<file path="src/rtl/magic_cfg_tx_if.sv">
// cpu_bus: CPU bus signals seen by blocks that sit on the Z80 side.
//   ioreq  - I/O request strobe
//   wr     - write strobe
//   a      - 16-bit address
//   d      - 8-bit data as driven by the CPU on writes
// The snoop modport is read-only: snooping blocks never drive the bus.
interface cpu_bus;
  logic        ioreq;
  logic        wr;
  logic [15:0] a;
  logic [7:0]  d;

  modport snoop (input ioreq, input wr, input a, input d);
endinterface

</file>
<file path="src/rtl/magic_cfg_tx.sv">
// magic_cfg_tx: mirrors magic-menu configuration writes to the board MCU.
// Writes to I/O port xxFF while the magic ROM is mapped are captured as
// {register, value}, queued in a small FIFO and sent as 16-bit SPI mode-0
// frames (MSB first) on a dedicated link.
//
// Ports:
//   clk28      in   28 MHz system clock
//   rst_n      in   asynchronous active-low reset
//   bus        in   cpu_bus snoop (ioreq, wr, a, d)
//   magic_map  in   magic ROM mapped; qualifies config writes
//   tx_en      in   link enable; 0 holds off new frames, queuing continues
//   mcu_ss_n   out  frame select, active low
//   mcu_sck    out  serial clock, idle low
//   mcu_mosi   out  serial data, MSB first
//   busy       out  FIFO non-empty or frame in progress
//   overflow   out  sticky: a write was dropped on a full FIFO
module magic_cfg_tx #(
  parameter int FIFO_DEPTH = 4,  // power of two, >= 2
  parameter int SCK_DIV    = 8   // even, >= 4
) (
  input  logic  clk28,
  input  logic  rst_n,
  cpu_bus.snoop bus,
  input  logic  magic_map,
  input  logic  tx_en,
  output logic  mcu_ss_n,
  output logic  mcu_sck,
  output logic  mcu_mosi,
  output logic  busy,
  output logic  overflow
);

  localparam int PTR_W = $clog2(FIFO_DEPTH);
  localparam int CNT_W = PTR_W + 1;
  localparam int DIV_W = $clog2(SCK_DIV);

  localparam logic [DIV_W-1:0] DIV_LAST = DIV_W'(SCK_DIV - 1);
  localparam logic [DIV_W-1:0] DIV_HALF = DIV_W'(SCK_DIV / 2);
  localparam logic [CNT_W-1:0] CNT_FULL = CNT_W'(FIFO_DEPTH);

  typedef enum logic [2:0] {
    ST_IDLE,
    ST_SETUP,
    ST_SHIFT,
    ST_HOLD,
    ST_GAP
  } state_t;

  // ---------------------------------------------------------------------
  // Write snoop. An OUT keeps the strobe high for many clk28 cycles, so
  // only its rising edge captures.
  // ---------------------------------------------------------------------
  logic strobe;
  logic s_q;
  logic capture;
  logic cap_zero;
  logic push_req;
  logic push;
  logic pop;

  assign strobe   = magic_map & bus.ioreq & bus.wr & (bus.a[7:0] == 8'hFF);
  assign capture  = strobe & ~s_q;
  assign cap_zero = capture & (bus.a[15:8] == 8'h00);
  assign push_req = capture & ~cap_zero;

  // ---------------------------------------------------------------------
  // FIFO
  // ---------------------------------------------------------------------
  logic [15:0]      mem_q [FIFO_DEPTH];
  logic [PTR_W-1:0] wr_ptr_q;
  logic [PTR_W-1:0] rd_ptr_q;
  logic [CNT_W-1:0] cnt_q;
  logic             fifo_full;
  logic             fifo_empty;
  logic             overflow_q;

  assign fifo_full  = (cnt_q == CNT_FULL);
  assign fifo_empty = (cnt_q == '0);
  // Pop is resolved first, so a full FIFO being popped this cycle still
  // has room for the incoming entry.
  assign push       = push_req & (~fifo_full | pop);

  always_ff @(posedge clk28) begin
    if (push) begin
      mem_q[wr_ptr_q] <= {bus.a[15:8], bus.d};
    end
  end

  always_ff @(posedge clk28 or negedge rst_n) begin
    if (!rst_n) begin
      s_q        <= 1'b0;
      wr_ptr_q   <= '0;
      rd_ptr_q   <= '0;
      cnt_q      <= '0;
      overflow_q <= 1'b0;
    end else begin
      s_q <= strobe;
      if (push) begin
        wr_ptr_q <= wr_ptr_q + PTR_W'(1);
      end
      if (pop) begin
        rd_ptr_q <= rd_ptr_q + PTR_W'(1);
      end
      if (push && !pop) begin
        cnt_q <= cnt_q + CNT_W'(1);
      end else if (pop && !push) begin
        cnt_q <= cnt_q - CNT_W'(1);
      end
      if (cap_zero) begin
        overflow_q <= 1'b0;
      end else if (push_req && !push) begin
        overflow_q <= 1'b1;
      end
    end
  end

  // ---------------------------------------------------------------------
  // Transmit FSM. div counts clk28 cycles inside each SCK_DIV-long slot
  // (setup, each bit period, hold, gap).
  // ---------------------------------------------------------------------
  state_t           state_q, state_d;
  logic [DIV_W-1:0] div_q, div_d;
  logic [3:0]       bit_q, bit_d;
  logic [15:0]      sh_q, sh_d;
  logic             ss_n_q, ss_n_d;
  logic             sck_q, sck_d;
  logic             mosi_q, mosi_d;
  logic             start_ok;
  logic             div_end;

  assign start_ok = ~fifo_empty & tx_en;
  assign div_end  = (div_q == DIV_LAST);

  always_comb begin
    state_d = state_q;
    div_d   = div_q;
    bit_d   = bit_q;
    sh_d    = sh_q;
    pop     = 1'b0;
    case (state_q)
      ST_IDLE: begin
        if (start_ok) begin
          state_d = ST_SETUP;
          pop     = 1'b1;
          sh_d    = mem_q[rd_ptr_q];
          div_d   = '0;
        end
      end
      ST_SETUP: begin
        if (div_end) begin
          state_d = ST_SHIFT;
          div_d   = '0;
          bit_d   = 4'd15;
        end else begin
          div_d = div_q + DIV_W'(1);
        end
      end
      ST_SHIFT: begin
        if (div_end) begin
          // End of a bit period: sck falls and the next bit is presented.
          div_d = '0;
          sh_d  = {sh_q[14:0], 1'b0};
          if (bit_q == 4'd0) begin
            state_d = ST_HOLD;
          end else begin
            bit_d = bit_q - 4'd1;
          end
        end else begin
          div_d = div_q + DIV_W'(1);
        end
      end
      ST_HOLD: begin
        if (div_end) begin
          state_d = ST_GAP;
          div_d   = '0;
        end else begin
          div_d = div_q + DIV_W'(1);
        end
      end
      ST_GAP: begin
        if (div_end) begin
          // Chain straight into the next frame so the ss_n high time
          // between back-to-back frames is exactly one slot.
          div_d = '0;
          if (start_ok) begin
            state_d = ST_SETUP;
            pop     = 1'b1;
            sh_d    = mem_q[rd_ptr_q];
          end else begin
            state_d = ST_IDLE;
          end
        end else begin
          div_d = div_q + DIV_W'(1);
        end
      end
      default: begin
        state_d = ST_IDLE;
        div_d   = '0;
      end
    endcase

    // Link pins are registered from the next state for glitch-free outputs.
    ss_n_d = (state_d == ST_IDLE) || (state_d == ST_GAP);
    sck_d  = (state_d == ST_SHIFT) && (div_d >= DIV_HALF);
    mosi_d = ((state_d == ST_SETUP) || (state_d == ST_SHIFT)) ? sh_d[15] : 1'b0;
  end

  always_ff @(posedge clk28 or negedge rst_n) begin
    if (!rst_n) begin
      state_q <= ST_IDLE;
      div_q   <= '0;
      bit_q   <= '0;
      sh_q    <= '0;
      ss_n_q  <= 1'b1;
      sck_q   <= 1'b0;
      mosi_q  <= 1'b0;
    end else begin
      state_q <= state_d;
      div_q   <= div_d;
      bit_q   <= bit_d;
      sh_q    <= sh_d;
      ss_n_q  <= ss_n_d;
      sck_q   <= sck_d;
      mosi_q  <= mosi_d;
    end
  end

  assign mcu_ss_n = ss_n_q;
  assign mcu_sck  = sck_q;
  assign mcu_mosi = mosi_q;
  assign busy     = (cnt_q != '0) || (state_q != ST_IDLE);
  assign overflow = overflow_q;

endmodule

</file>
<file path="src/flat_wrapper.sv">
// flat-port wrapper written by rule: the top's interface ports become plain ports
module magic_cfg_tx_flat 
#(
  parameter int FIFO_DEPTH = 4,                       
  parameter int SCK_DIV    = 8                
)
  (clk28, rst_n, magic_map, tx_en, mcu_ss_n, mcu_sck, mcu_mosi, busy, overflow, bus_ioreq, bus_wr, bus_a, bus_d);
  cpu_bus bus_i ();
  input  logic clk28;
  input  logic rst_n;
  input  logic magic_map;
  input  logic tx_en;
  output logic mcu_ss_n;
  output logic mcu_sck;
  output logic mcu_mosi;
  output logic busy;
  output logic overflow;
  input wire logic [$bits(bus_i.ioreq)-1:0] bus_ioreq;
  input wire logic [$bits(bus_i.wr)-1:0] bus_wr;
  input wire logic [$bits(bus_i.a)-1:0] bus_a;
  input wire logic [$bits(bus_i.d)-1:0] bus_d;
  assign bus_i.ioreq = bus_ioreq;
  assign bus_i.wr = bus_wr;
  assign bus_i.a = bus_a;
  assign bus_i.d = bus_d;
  magic_cfg_tx #(.FIFO_DEPTH(FIFO_DEPTH), .SCK_DIV(SCK_DIV)) u_core (.clk28(clk28), .rst_n(rst_n), .bus(bus_i), .magic_map(magic_map), .tx_en(tx_en), .mcu_ss_n(mcu_ss_n), .mcu_sck(mcu_sck), .mcu_mosi(mcu_mosi), .busy(busy), .overflow(overflow));
endmodule
</file>
<file path="config.mk">
export PLATFORM = sky130hd
export DESIGN_NAME = magic_cfg_tx_flat
export DESIGN_NICKNAME = d
export VERILOG_FILES = /design/src/rtl/magic_cfg_tx_if.sv /design/src/rtl/magic_cfg_tx.sv /design/src/flat_wrapper.sv
export SDC_FILE = /design/constraint.sdc
export NUM_CORES = 1
export LEC_CHECK = 0
export BUFFER_PORTS_ARGS = -buffer_cell sky130_fd_sc_hd__buf_2
export CORE_MARGIN = 2
export CORE_UTILIZATION = 54
export DETAILED_ROUTE_END_ITERATION = 12
export PLACE_DENSITY = 0.84
export SYNTH_ARGS = -nofsm -noshare
export SYNTH_HDL_FRONTEND = slang
export SYNTH_SLANG_ARGS = --single-unit
</file>
<file path="constraint.sdc">
create_clock -name clk28 -period 2.35 [get_ports clk28]
set_input_delay 0.47 -clock clk28 [delete_from_list [all_inputs] [get_ports clk28]]
set_output_delay 0.47 -clock clk28 [all_outputs]
set_load 0.02 [all_outputs]
</file>
# Word-level counts from Yosys, hierarchy flattened
# Memories as Yosys holds them, arrays and structs flattened.
# Cells that the tools add are included.
# word_totals
reg_bits	38
latchBits	0
mem_bits_rw	64
romBits	0
input_bits	30
word_cells	100
memories	1
# classes
n_addsub	6
n_mul	0
div_mod_pow	0
order_cmp	1
n_eq_ne	14
n_shift	0
muxes	29
bitwise	13
n_reduce_logical	23
# memory_table
name	depth	word_bits	read_ports	rd_clocked_by_memory_dff	wr	line	rtl
u_core.mem_q	4	16	1	0	1	magic_cfg_tx.sv:69	logic [15:0] mem_q [FIFO_DEPTH];
# op_table
op	n
$mux W16	3
$pmux W16 S3	1
$mux W3	10
$pmux W3 S5	1
$eq A3 B3 Y1 const B	4
$mux W4	3
$eq A3 B2 Y1 const B	3
$logic_not A3 Y1	3
$reduce_bool A3 Y1	3
$and A1 B1 Y1	8
$eq A8 B8 Y1 const B	1
$logic_not A8 Y1	1
$mux W1	8
$pmux W4 S2	1
$add A3 B1 Y3 const B	2
$eq A3 B1 Y1 const B	2
$ne A2 B1 Y1 const B	3
$pmux W3 S2	1
$reduce_bool A2 Y1	3
$add A2 B1 Y2 const B	2
$logic_and A1 B1 Y1	4
$logic_not A4 Y1	1
$not A1 Y1	4
$reduce_and A4 Y1	1
10 further kinds	13

# Longest topological paths before layout
# depth
word_depth	12
mapped_depth	12
ltp_nobuf	11

# Worst setup path after synthesis
# No wires, ideal clock.
# synth_path
kind	register to register
from	register u_core.div_q[0]
to	register u_core.cnt_q[1]
arrival_time_ps	2273
path_slack_ps	-48
path_stages_with_launch	10
path_buffers	0
synth_period_minus_slack_ps	2398
cell_sequence	dfrtp_1 > ha_1 > ha_1 > or2b_2 > a31oi_4 > nor3b_4 > ha_1 > inv_1 > fa_1 > mux2_2
# synth_via
elab_chain_len	8
# synth_lines
element	line	rtl
start: declaration	magic_cfg_tx.sv:122	logic [DIV_W-1:0] div_q, div_d;
start signal: assignment	magic_cfg_tx.sv:219	div_q <= div_d;
$eq A3 B3 Y1 (*)	magic_cfg_tx.sv:132	assign div_end = (div_q == DIV_LAST);
$mux W1 (*)	magic_cfg_tx.sv:181	if (div_end) begin
$pmux W1 S2 (*)	magic_cfg_tx.sv:140	case (state_q)
$or A1 B1 Y1 (*)	magic_cfg_tx.sv:81	assign push = push_req & (~fifo_full | pop);
$and A1 B1 Y1 (*)	magic_cfg_tx.sv:81	
via u_core.push	magic_cfg_tx.sv:58	logic push;
$logic_not A1 Y1	magic_cfg_tx.sv:106	end else if (pop && !push) begin
$logic_and A1 B1 Y1	magic_cfg_tx.sv:106	
$reduce_bool A2 Y1 (no source line)	-	
end signal: assignment	magic_cfg_tx.sv:105	cnt_q <= cnt_q + CNT_W'(1);
end signal: assignment	magic_cfg_tx.sv:107	cnt_q <= cnt_q - CNT_W'(1);
end: declaration	magic_cfg_tx.sv:72	logic [CNT_W-1:0] cnt_q;
# The timed path passes the listed nets; every way through them passes the cells marked *.
# A chain may end at the register's enable or synchronous reset.

# Final worst setup path
# layout_path
from	register u_core.div_q[1]
to	register u_core.cnt_q[1]
# Same word-level chain as after synthesis.

==> impl_metrics.tcl <==
set metrics [dict create \
    syn-instance-count 287 \
    p_switching_mw 1.584 \
    clk_pin_slew_ns 0.10 \
    cellPowerDensity_nw_per_um2 981.3 \
    drt-initial-drc-count 128 \
    min_period_over_period_pct 98.18 \
    syn_area_um2 4436 \
    swShare_pct 31.50 \
    dieArea_um2 8955 \
    drcViolationCount 0 \
    cp_slowest_cell "dfrtp_1" \
    io_pins 35 \
    synth.distinct_cells 63 \
    ys_ff_latch 102 \
    via_per_inst 5.754 \
    crit_required_ns 2.60 \
    cts_buffers 9 \
    via_count 2601 \
    reg2reg_slack_ns 0.04 \
    cts.path.max_buffers 2 \
    post-dp-hpwl_um 5473 \
    crit_arrival_ns 2.56 \
    ys_warn_count 0 \
    crit_buf_inv 1 \
    cts_root_buf "clkbuf_8" \
    hold_buffers 0 \
    slew_headroom_pct 41.72 \
    max_freq_ghz 0.4334 \
    crit_family "adder cells" \
    async_flop_share_pct 37.25 \
    synth-edff-count 64 \
    synthFlopType "edfxtp_1" \
    grt_max_degree 39 \
    clock_skew_ns 0.01383 \
    hold_path.class "input pin to async pin" \
    drtPass1Iterations 4 \
    crit_path_start "u_core.div_q[1]" \
    place_congestion 0.7929 \
    diodes 0 \
    vdd_ir_drop_max_v 0.0005313 \
    rr_startpoint "u_core.div_q[1]" \
    antenna_found_initial 0 \
    post_layout_nonfiller_instances 452 \
    grt_pass1_wl_um 13380 \
    yosysSeqAreaShare_pct 64.80 \
    die_w_um 94.63 \
    wl_per_cell_um 18.09 \
    rsz0062_at_grt "true" \
    dp_cells 434 \
    hold_viol 0 \
    rows 33 \
    final_cell_mix "edfxtp_1 (64), dfrtp_1 (37), buf_2 (34)" \
    wl_um 8176 \
    drive_gt1_share_pct 35.45 \
    share_comb_of_total_power_pct 30.7 \
    drv_slew 0 \
    insertion_delay_ns 0.37 \
    path_cells "ha_2 > ha_4 > or2b_4 > a31oi_4 > nor3b_4 > ha_2 > inv_2 > fa_2 > mux2_2" \
    maxCapViolations 0 \
    critPathKind "register to register" \
    cts.sinks 102 \
    cp-start-kind "register" \
    min_period_ns 2.307 \
    syn-mean-instance-area_um2 15.45 \
    critPathMostFrequentCell "ha_2" \
    syn_to_final_growth_pct 15.51 \
    path_max_fanout 2 \
    coreArea_um2 8093 \
    port_buffers 34 \
    grt_pass1_vias 2724 \
    tightest_slew_ns 0.8741 \
    crit_path_end_kind "register" \
    final_common_cell "edfxtp_1" \
    finalSetupViolations 0 \
    finalPower_mw 5.028 \
    grt_overflow 0 \
    synth_nets 326 \
    nets 381 \
    status "completed" \
    start_util_pct 54.81 \
    htree_num_levels 3 \
    clock_power_share_pct 21.4 \
    ff2ff_path_depth 9 \
    power_leakage_nw 1.912 \
    p_int_mw 3.444 \
    postRouteAntennaNets 0 \
    track_usage_pct 20.16 \
    cp_slowest_stage_delay_ns 0.41 \
    pwr-share-seq_pct 47.9 \
    tritoncts "done" \
    worst_r2r_endpoint "u_core.cnt_q[1]" \
    die_y_um 94.63 \
]
how the worst max path moves through the flow:
stage / to / slack (ns) / depth (start not counted)
after floorplan: u_core.cnt_q[2] / -0.0002 / 9
after global placement: u_core.cnt_q[1] / -0.006 / 9
after detailed placement: u_core.sh_q[6] / -0.17 / 7
after CTS: u_core.cnt_q[1] / 0.004 / 9
after global routing: u_core.cnt_q[2] / -0.04 / 11
final: u_core.cnt_q[1] / 0.04 / 9
state kept, by name, summed over array words and instances (netlist names), 2 cells and up:
| signal | cells |
|---|---|
| u_core.mem_q | 64 |
| u_core.sh_q | 16 |
| u_core.bit_q | 4 |
| u_core.cnt_q | 3 |
| u_core.div_q | 3 |
| u_core.state_q | 3 |
| u_core.rd_ptr_q | 2 |
| u_core.wr_ptr_q | 2 |
per-stage QoR:
stage                     util [%]  setup TNS [ns]  hold WS, ns  setup WS, ns  cell area (µm²)
after floorplan                  -      -0.0002076       0.1744    -0.0002076             4438
final                        63.31               0       0.2216       0.04273             5124
after global placement       60.34       -0.005560       0.4802     -0.005560             4883
after global routing         63.31        -0.04598       0.2869      -0.03831             5124
after CTS                    63.05               0       0.2400      0.004249             5102
after detailed placement     60.34          -1.997       0.4816       -0.1731             4883
timing repair:
| item | CTS | global route |
|---|---|---|
| resized for setup | 6 | 4 |
| setup endpoints to repair | 16 | 16 |
| pin swaps | 2 | 5 |
| setup buffers | 1 | 1 |
area by class of cell:
cell class	instances	area, µm²
timing repair buffer	59	420.4
clock buffer	11	131.4
tap	105	131.4
inverter	18	67.56
multi-input combinational	152	1438
sequential	102	2874
fill	601	2969
clock inverter	5	61.31
layer usage:
layer,up-vias,GRT usage (%),share of wire [%]
met2,55,33.87,52
li1,1207,-,-
met3,12,3.751,3.1
met1,1327,26.14,43
met4,0,8.092,1.8
met5,-,0,0
cells in the mapped netlist, types with 2 or more instances:
cell type  instances  area [µm²]
edfxtp_1          64        1922
dfrtp_1           37       925.9
o21ai_0           19       95.09
inv_1             17       63.81
mux4_2            16       360.4
a22oi_1           10       75.07
ha_1               8       100.1
nand2_1            8       30.03
nor2_1             8       30.03
a21oi_1            6       30.03
buf_2              6       30.03
buf_4              5       37.54
and2_2             4       30.03
nand2b_1           4       25.02
o221a_2            4       45.04
xnor2_1            4       35.03
xor2_1             4       35.03
and3_1             3       18.77
nand3_1            3       15.01
nand4_1            3       18.77
nor3_1             3       15.01
nor3b_1            3       22.52
nor4_1             3       18.77
buf_1              2       7.510
mux2_2             2       22.52
mux2i_1            2       20.02
o22a_1             2       17.52
o22ai_1            2       12.51
cell families after synthesis:
family	share of synthesized area [%]
XOR/XNOR	1.580
AND/OR/NAND/NOR	8.491
flip-flops	64.80
adder cells (fa/ha/maj)	2.708
multiplexers	9.422
buffers and inverters	3.582
AO/OA/AOI/OAI	9.422
power groups by stage:
stage          logic, mW  registers [mW]  clock network (mW)
6_report            1.54            2.41                1.08
5_1_grt             1.70            2.45                1.16
4_1_cts             1.54            2.41                1.09
2_1_floorplan       1.17            2.36                   0
3_3_place_gp        1.44            2.43                   0
3_5_place_dp        1.52            2.44                   0
Note: power is estimated with default switching activity, not from simulation.
